==> src/rtl/motor_ctrl_pkg.sv <==
// Shared types, widths and the saturating clamp used by the wheel speed loop.
package motor_ctrl_pkg;

  localparam int SPEED_W = 7;
  localparam int DUTY_W  = 8;
  localparam int INTEG_W = 16;
  localparam int ERR_W   = SPEED_W + 1;
  localparam int U_W     = 18;

  typedef enum logic [1:0] {
    ST_IDLE  = 2'd0,
    ST_ERR   = 2'd1,
    ST_INTEG = 2'd2,
    ST_OUT   = 2'd3
  } pi_state_e;

  function automatic logic signed [31:0] clamp_s32(
    input logic signed [31:0] v,
    input logic signed [31:0] lo,
    input logic signed [31:0] hi
  );
    if (v < lo)      return lo;
    else if (v > hi) return hi;
    else             return v;
  endfunction

endpackage

==> src/rtl/pwm_gen.sv <==
// 8-bit PWM with prescaler; duty is shadowed and only taken at counter wrap
// so a period in progress always completes with its original duty.
module pwm_gen
  import motor_ctrl_pkg::*;
#(
  parameter int PWM_DIV = 1
) (
  input  logic              clk,
  input  logic              reset,
  input  logic              enable,
  input  logic [DUTY_W-1:0] duty,
  output logic              pwm_out
);

  localparam int DIV_W = (PWM_DIV > 1) ? $clog2(PWM_DIV) : 1;

  logic [DIV_W-1:0]  div_q,      div_d;
  logic [DUTY_W-1:0] cnt_q,      cnt_d;
  logic [DUTY_W-1:0] duty_act_q, duty_act_d;
  logic              tick;
  logic              wrap;

  assign tick = (div_q == DIV_W'(PWM_DIV - 1));
  assign wrap = tick && (cnt_q == {DUTY_W{1'b1}});

  always_comb begin
    div_d      = tick ? '0 : div_q + DIV_W'(1);
    cnt_d      = tick ? cnt_q + DUTY_W'(1) : cnt_q;
    duty_act_d = wrap ? duty : duty_act_q;
  end

  always_ff @(posedge clk or negedge reset) begin
    if (!reset) begin
      div_q      <= '0;
      cnt_q      <= '0;
      duty_act_q <= '0;
    end else begin
      div_q      <= div_d;
      cnt_q      <= cnt_d;
      duty_act_q <= duty_act_d;
    end
  end

  // Gated with enable directly so the drive drops in the same cycle.
  assign pwm_out = enable & (cnt_q < duty_act_q);

endmodule

==> src/rtl/speed_pi_ctrl.sv <==
// PI speed loop: one update per encoder window (ERR -> INTEG -> OUT), with
// integrator clamping, anti-windup on output saturation, and PWM drive.
module speed_pi_ctrl
  import motor_ctrl_pkg::*;
#(
  parameter int KP        = 4,
  parameter int KI        = 1,
  parameter int OUT_SHIFT = 2,
  parameter int INT_MAX   = 4095,
  parameter int PWM_DIV   = 1
) (
  input  logic               clk,
  input  logic               reset,
  input  logic               enable,
  input  logic [SPEED_W-1:0] setpoint,
  input  logic [SPEED_W-1:0] enc,
  input  logic               enc_strobe,
  output logic [DUTY_W-1:0]  duty,
  output logic               pwm_out,
  output logic               sat_hi,
  output logic               sat_lo,
  output logic               upd
);

  localparam logic signed [U_W-1:0] DUTY_MAX_U = U_W'((1 << DUTY_W) - 1);

  pi_state_e                  state_q,  state_d;
  logic                       strobe_q;
  logic signed [ERR_W-1:0]    err_q,    err_d;
  logic signed [INTEG_W-1:0]  integ_q,  integ_d;
  logic [DUTY_W-1:0]          duty_q,   duty_d;
  logic                       sat_hi_q, sat_hi_d;
  logic                       sat_lo_q, sat_lo_d;
  logic                       upd_q,    upd_d;

  logic                       strobe_edge;
  logic                       err_pos;
  logic                       err_neg;
  logic                       hold_integ;
  logic signed [31:0]         err_ext;
  logic signed [31:0]         integ_ext;
  logic signed [31:0]         integ_sum;
  logic signed [U_W-1:0]      u_s;
  logic signed [U_W-1:0]      u_sh;

  assign strobe_edge = enc_strobe & ~strobe_q & (state_q == ST_IDLE);

  assign err_pos    = ~err_q[ERR_W-1] & (err_q != '0);
  assign err_neg    = err_q[ERR_W-1];
  // Stop integrating further into a saturated output; unwinding is allowed.
  assign hold_integ = (sat_hi_q & err_pos) | (sat_lo_q & err_neg);

  assign err_ext   = 32'(err_q);
  assign integ_ext = 32'(integ_q);
  assign integ_sum = integ_ext + KI * err_ext;
  assign u_s       = U_W'(KP * err_ext + integ_ext);
  assign u_sh      = u_s >>> OUT_SHIFT;

  always_comb begin
    state_d  = state_q;
    err_d    = err_q;
    integ_d  = integ_q;
    duty_d   = duty_q;
    sat_hi_d = sat_hi_q;
    sat_lo_d = sat_lo_q;
    upd_d    = 1'b0;

    if (!enable) begin
      state_d  = ST_IDLE;
      err_d    = '0;
      integ_d  = '0;
      duty_d   = '0;
      sat_hi_d = 1'b0;
      sat_lo_d = 1'b0;
    end else begin
      unique case (state_q)
        ST_IDLE: begin
          if (strobe_edge) state_d = ST_ERR;
        end
        ST_ERR: begin
          err_d   = $signed({1'b0, setpoint}) - $signed({1'b0, enc});
          state_d = ST_INTEG;
        end
        ST_INTEG: begin
          if (!hold_integ) begin
            integ_d = INTEG_W'(clamp_s32(integ_sum, -INT_MAX, INT_MAX));
          end
          state_d = ST_OUT;
        end
        ST_OUT: begin
          duty_d   = DUTY_W'(clamp_s32(32'(u_sh), 0, (1 << DUTY_W) - 1));
          sat_hi_d = (u_sh > DUTY_MAX_U);
          sat_lo_d = u_sh[U_W-1];
          upd_d    = 1'b1;
          state_d  = ST_IDLE;
        end
        default: state_d = ST_IDLE;
      endcase
    end
  end

  always_ff @(posedge clk or negedge reset) begin
    if (!reset) begin
      state_q  <= ST_IDLE;
      strobe_q <= 1'b0;
      err_q    <= '0;
      integ_q  <= '0;
      duty_q   <= '0;
      sat_hi_q <= 1'b0;
      sat_lo_q <= 1'b0;
      upd_q    <= 1'b0;
    end else begin
      state_q  <= state_d;
      strobe_q <= enc_strobe;
      err_q    <= err_d;
      integ_q  <= integ_d;
      duty_q   <= duty_d;
      sat_hi_q <= sat_hi_d;
      sat_lo_q <= sat_lo_d;
      upd_q    <= upd_d;
    end
  end

  pwm_gen #(
    .PWM_DIV (PWM_DIV)
  ) u_pwm (
    .clk     (clk),
    .reset   (reset),
    .enable  (enable),
    .duty    (duty_q),
    .pwm_out (pwm_out)
  );

  assign duty   = duty_q;
  assign sat_hi = sat_hi_q;
  assign sat_lo = sat_lo_q;
  assign upd    = upd_q;

endmodule

==> config.mk <==
export PLATFORM = sky130hd
export DESIGN_NAME = speed_pi_ctrl
export DESIGN_NICKNAME = d
export VERILOG_FILES = /design/src/rtl/motor_ctrl_pkg.sv /design/src/rtl/pwm_gen.sv /design/src/rtl/speed_pi_ctrl.sv
export SDC_FILE = /design/constraint.sdc
export NUM_CORES = 1
export LEC_CHECK = 0
export ABC_AREA = 1
export BUFFER_PORTS_ARGS = -buffer_cell sky130_fd_sc_hd__buf_2
export CAP_MARGIN = 20
export CORE_UTILIZATION = 62
export DETAILED_ROUTE_END_ITERATION = 8
export PLACE_DENSITY = 0.92
export SLEW_MARGIN = 20
export SYNTH_ARGS = -nofsm -noshare
export SYNTH_HDL_FRONTEND = slang
export SYNTH_SLANG_ARGS = --single-unit
==> constraint.sdc <==
create_clock -name clk -period 3.04 [get_ports clk]
set_input_delay 0.304 -clock clk [delete_from_list [all_inputs] [get_ports clk]]
set_output_delay 0.304 -clock clk [all_outputs]
set_load 0.01 [all_outputs]
==> results_dict.tcl <==
set metrics [dict create \
    overflow 0 \
    crit_type "register to register" \
    finalMaxSlewViolations 0 \
    yosysWarnings 0 \
    seqPwrFrac_pct 32.0 \
    num_io_pins 30 \
    maxSlewHeadroom_pct 48.1 \
    layout.nets 751 \
    worstPathRequired_ns 3.25 \
    drt_pass1_iterations 5 \
    post_cts_resize_count 0 \
    antenna_found_initial 0 \
    async_flop_share_pct 100 \
    netlist_instances 657 \
    worstMarginPinSlew_ns 0.779 \
    synth-main-ff-cell "dfrtp_1" \
    cts_tree "done" \
    cp_common_cell "nand2_1" \
    hold_viol 0 \
    p_clk_share_pct 13.5 \
    clk_pin_slew_ns 0.11 \
    slowest_delay_ns 0.58 \
    die_w_um 86.6 \
    antenna_left 0 \
    cts_root_buf "clkbuf_8" \
    power.density_nw_per_um2 630 \
    insertion_delay_ns 0.32 \
    initial_core_util_pct 64.6 \
    cp_data_arrival_time_ns 2.91 \
    p_leak_nw 2.81 \
    route.detailed.drc 0 \
    synth-seq-cells 54 \
    endpoint_kind "register" \
    routedWlPerCell_um 14.2 \
    cp-start-kind "register" \
    drt_iter0_markers 388 \
    finalPower_mw 3.00 \
    grt_use_total_pct 30.8 \
    design.core.area_um2 6870 \
    fin_skew_ns 0.0136 \
    rows 30 \
    place.gp.congestion 0.972 \
    post-route-period-util_pct 88.9 \
    vias 4332 \
    synth_cell_types 35 \
    mostFrequentLayoutCells "231 x nand2_1, 104 x inv_1, 55 x nand3_1, 54 x dfrtp_1, 47 x nor2_1" \
    fmax_mhz 370 \
    rsz0062_at_grt "no" \
    cts_made_buffers 5 \
    tns_ns 0 \
    cts_hold_buf 0 \
    max_cap_violations 0 \
    diodes 0 \
    sw_frac_of_total_pct 48.4 \
    period_needed_ns 2.70 \
    path_cells "ha_1, nand2_1, nor2_1, and2_1, nand2_1, nand2_1, nand2_1, nand2_1, nand2_1, nor2_1, nand2_1, nand2_2, nand2_1, nand2_1, nand2_1" \
    area_delta_synth_final_pct 7.19 \
    synth_seq_area_share_pct 30.4 \
    status "complete, no violations" \
    grt_pass1_vias 3956 \
    clockBufferDepth 2 \
    die_y_um 86.6 \
    cts_sinks 54 \
    worstPathMaxFanout 12 \
    grt_first_pass_wirelength_um 18000 \
    viasPerCell 5.53 \
    portBuffers 29 \
    p_comb_share_pct 54.5 \
    p_int_mw 1.55 \
    wl_um 11100 \
    synth-edff-count 0 \
    drive_gt1_share_pct 8.43 \
    final_common_cell "nand2_1" \
    ir_drop_mv 0.473 \
    hold_path_class "input port to asynchronous set/reset pin" \
    cts_post_setup_buffers_inserted 0 \
    dieArea_um2 7500 \
    place_hpwl_um 9030 \
    synth_area_um2 4440 \
    critPathSlowestCell "ha_1" \
    setup_viol 0 \
    p_sw_mw 1.45 \
    grt_start_max_net_pins 37 \
    syn_area_per_cell_um2 6.76 \
    synth_fp_nets 721 \
    htree_levels 2 \
]
cell type report:
type / instances / area [um^2]
Fill cell: 597 / 2110
Sequential cell: 54 / 1350
Inverter: 106 / 398
Multi-Input combinational cell: 488 / 2630
Timing Repair Buffer: 32 / 168
Clock inverter: 3 / 23.8
Clock buffer: 5 / 68.8
Tap cell: 96 / 120
registers in the layout, summed over array words and instances (netlist names):
register,cells
integ_q,16
duty,8
err_q,8
u_pwm.cnt_q,8
u_pwm.duty_act_q,8
state_q,2
sat_hi,1
sat_lo,1
strobe_q,1
upd,1
final timing paths:
kind | slack [ns] | cells after the start | startpoint | to
max | 0.34 | 15 | err_q[7]$_DFFE_PN0P_ | integ_q[0]$_DFFE_PN0P_
min | 0.06 | 1 | reset | u_pwm.cnt_q[2]$_DFF_PN0_
max reg2reg | 0.34 | 15 | err_q[7]$_DFFE_PN0P_ | integ_q[0]$_DFFE_PN0P_
min reg2reg | 0.50 | 2 | integ_q[13]$_DFFE_PN0P_ | integ_q[13]$_DFFE_PN0P_
max in group asynchronous | 2.24 | 2 | reset | err_q[3]$_DFFE_PN0P_
min in group clk | 0.11 | 1 | enc_strobe | strobe_q$_DFF_PN0_
metal layers:
metal  part of all wire, %  vias up  global-route usage [%]
met2                    47      183                    52.0
met3                   6.9       39                    4.19
met4                   3.2        0                    11.5
li1                      -     2136                       -
met1                    43     1974                    40.2
met5                     0        -                       0
synth_stat cells, types with 4 or more instances:
library cell / n / area [um^2]
ha_1: 43 / 538
nand2_1: 231 / 867
nor2_1: 47 / 176
o22ai_1: 7 / 43.8
nand4_1: 7 / 43.8
nand3b_1: 4 / 30.0
o211ai_1: 4 / 30.0
clkbuf_1: 4 / 15.0
inv_1: 104 / 390
and2_1: 4 / 25.0
dfrtp_1: 54 / 1350
o21ai_0: 13 / 65.1
nand2_2: 7 / 43.8
xnor2_1: 8 / 70.1
nand3_1: 55 / 275
xor2_1: 8 / 70.1
a21oi_1: 27 / 135
critical path: cells and delay by family (launching register included):
kind,cells,cell delay [ns]
adder cells (fa/ha/maj),1,0.58
flip-flops,1,0.57
AND/OR/NAND/NOR,14,1.46
logic make-up (layout without fill, tap and decap cells):
| kind of cell | after synthesis | after routing | synth area share (%) |
|---|---|---|---|
| AO/OA/AOI/OAI | 58 | 58 | 7.24 |
| XOR/XNOR | 16 | 16 | 3.16 |
| buffers and inverters | 115 | 146 | 10.3 |
| AND/OR/NAND/NOR | 368 | 368 | 35.3 |
| flip-flops | 54 | 54 | 30.4 |
| adder cells (fa/ha/maj) | 46 | 46 | 13.5 |
stage by stage:
step | hold slack, ns | util (%) | cell area (um^2) | std cells | worst slack, ns
2_1_floorplan | 0.00841 | - | 4440 | 657 | 0.921
3_3_place_gp | 0.419 | 67.9 | 4670 | 776 | 0.371
3_5_place_dp | 0.423 | 67.9 | 4670 | 776 | 0.380
4_1_cts | 0.0759 | 69.3 | 4760 | 784 | 0.359
5_1_grt | 0.109 | 69.3 | 4760 | 784 | 0.0917
6_report | 0.0567 | 69.3 | 4760 | 784 | 0.336
power by group through the flow:
stage                     combinational (mW)  sequential, mW  clock (mW)
after global routing                    1.84           0.965       0.438
after floorplan                         1.24           0.930           0
final                                   1.63           0.959       0.406
after CTS                               1.60           0.953       0.408
after detailed placement                1.58           0.964           0
after global placement                  1.53           0.960           0
Note: power is estimated with default switching activity, not from simulation.
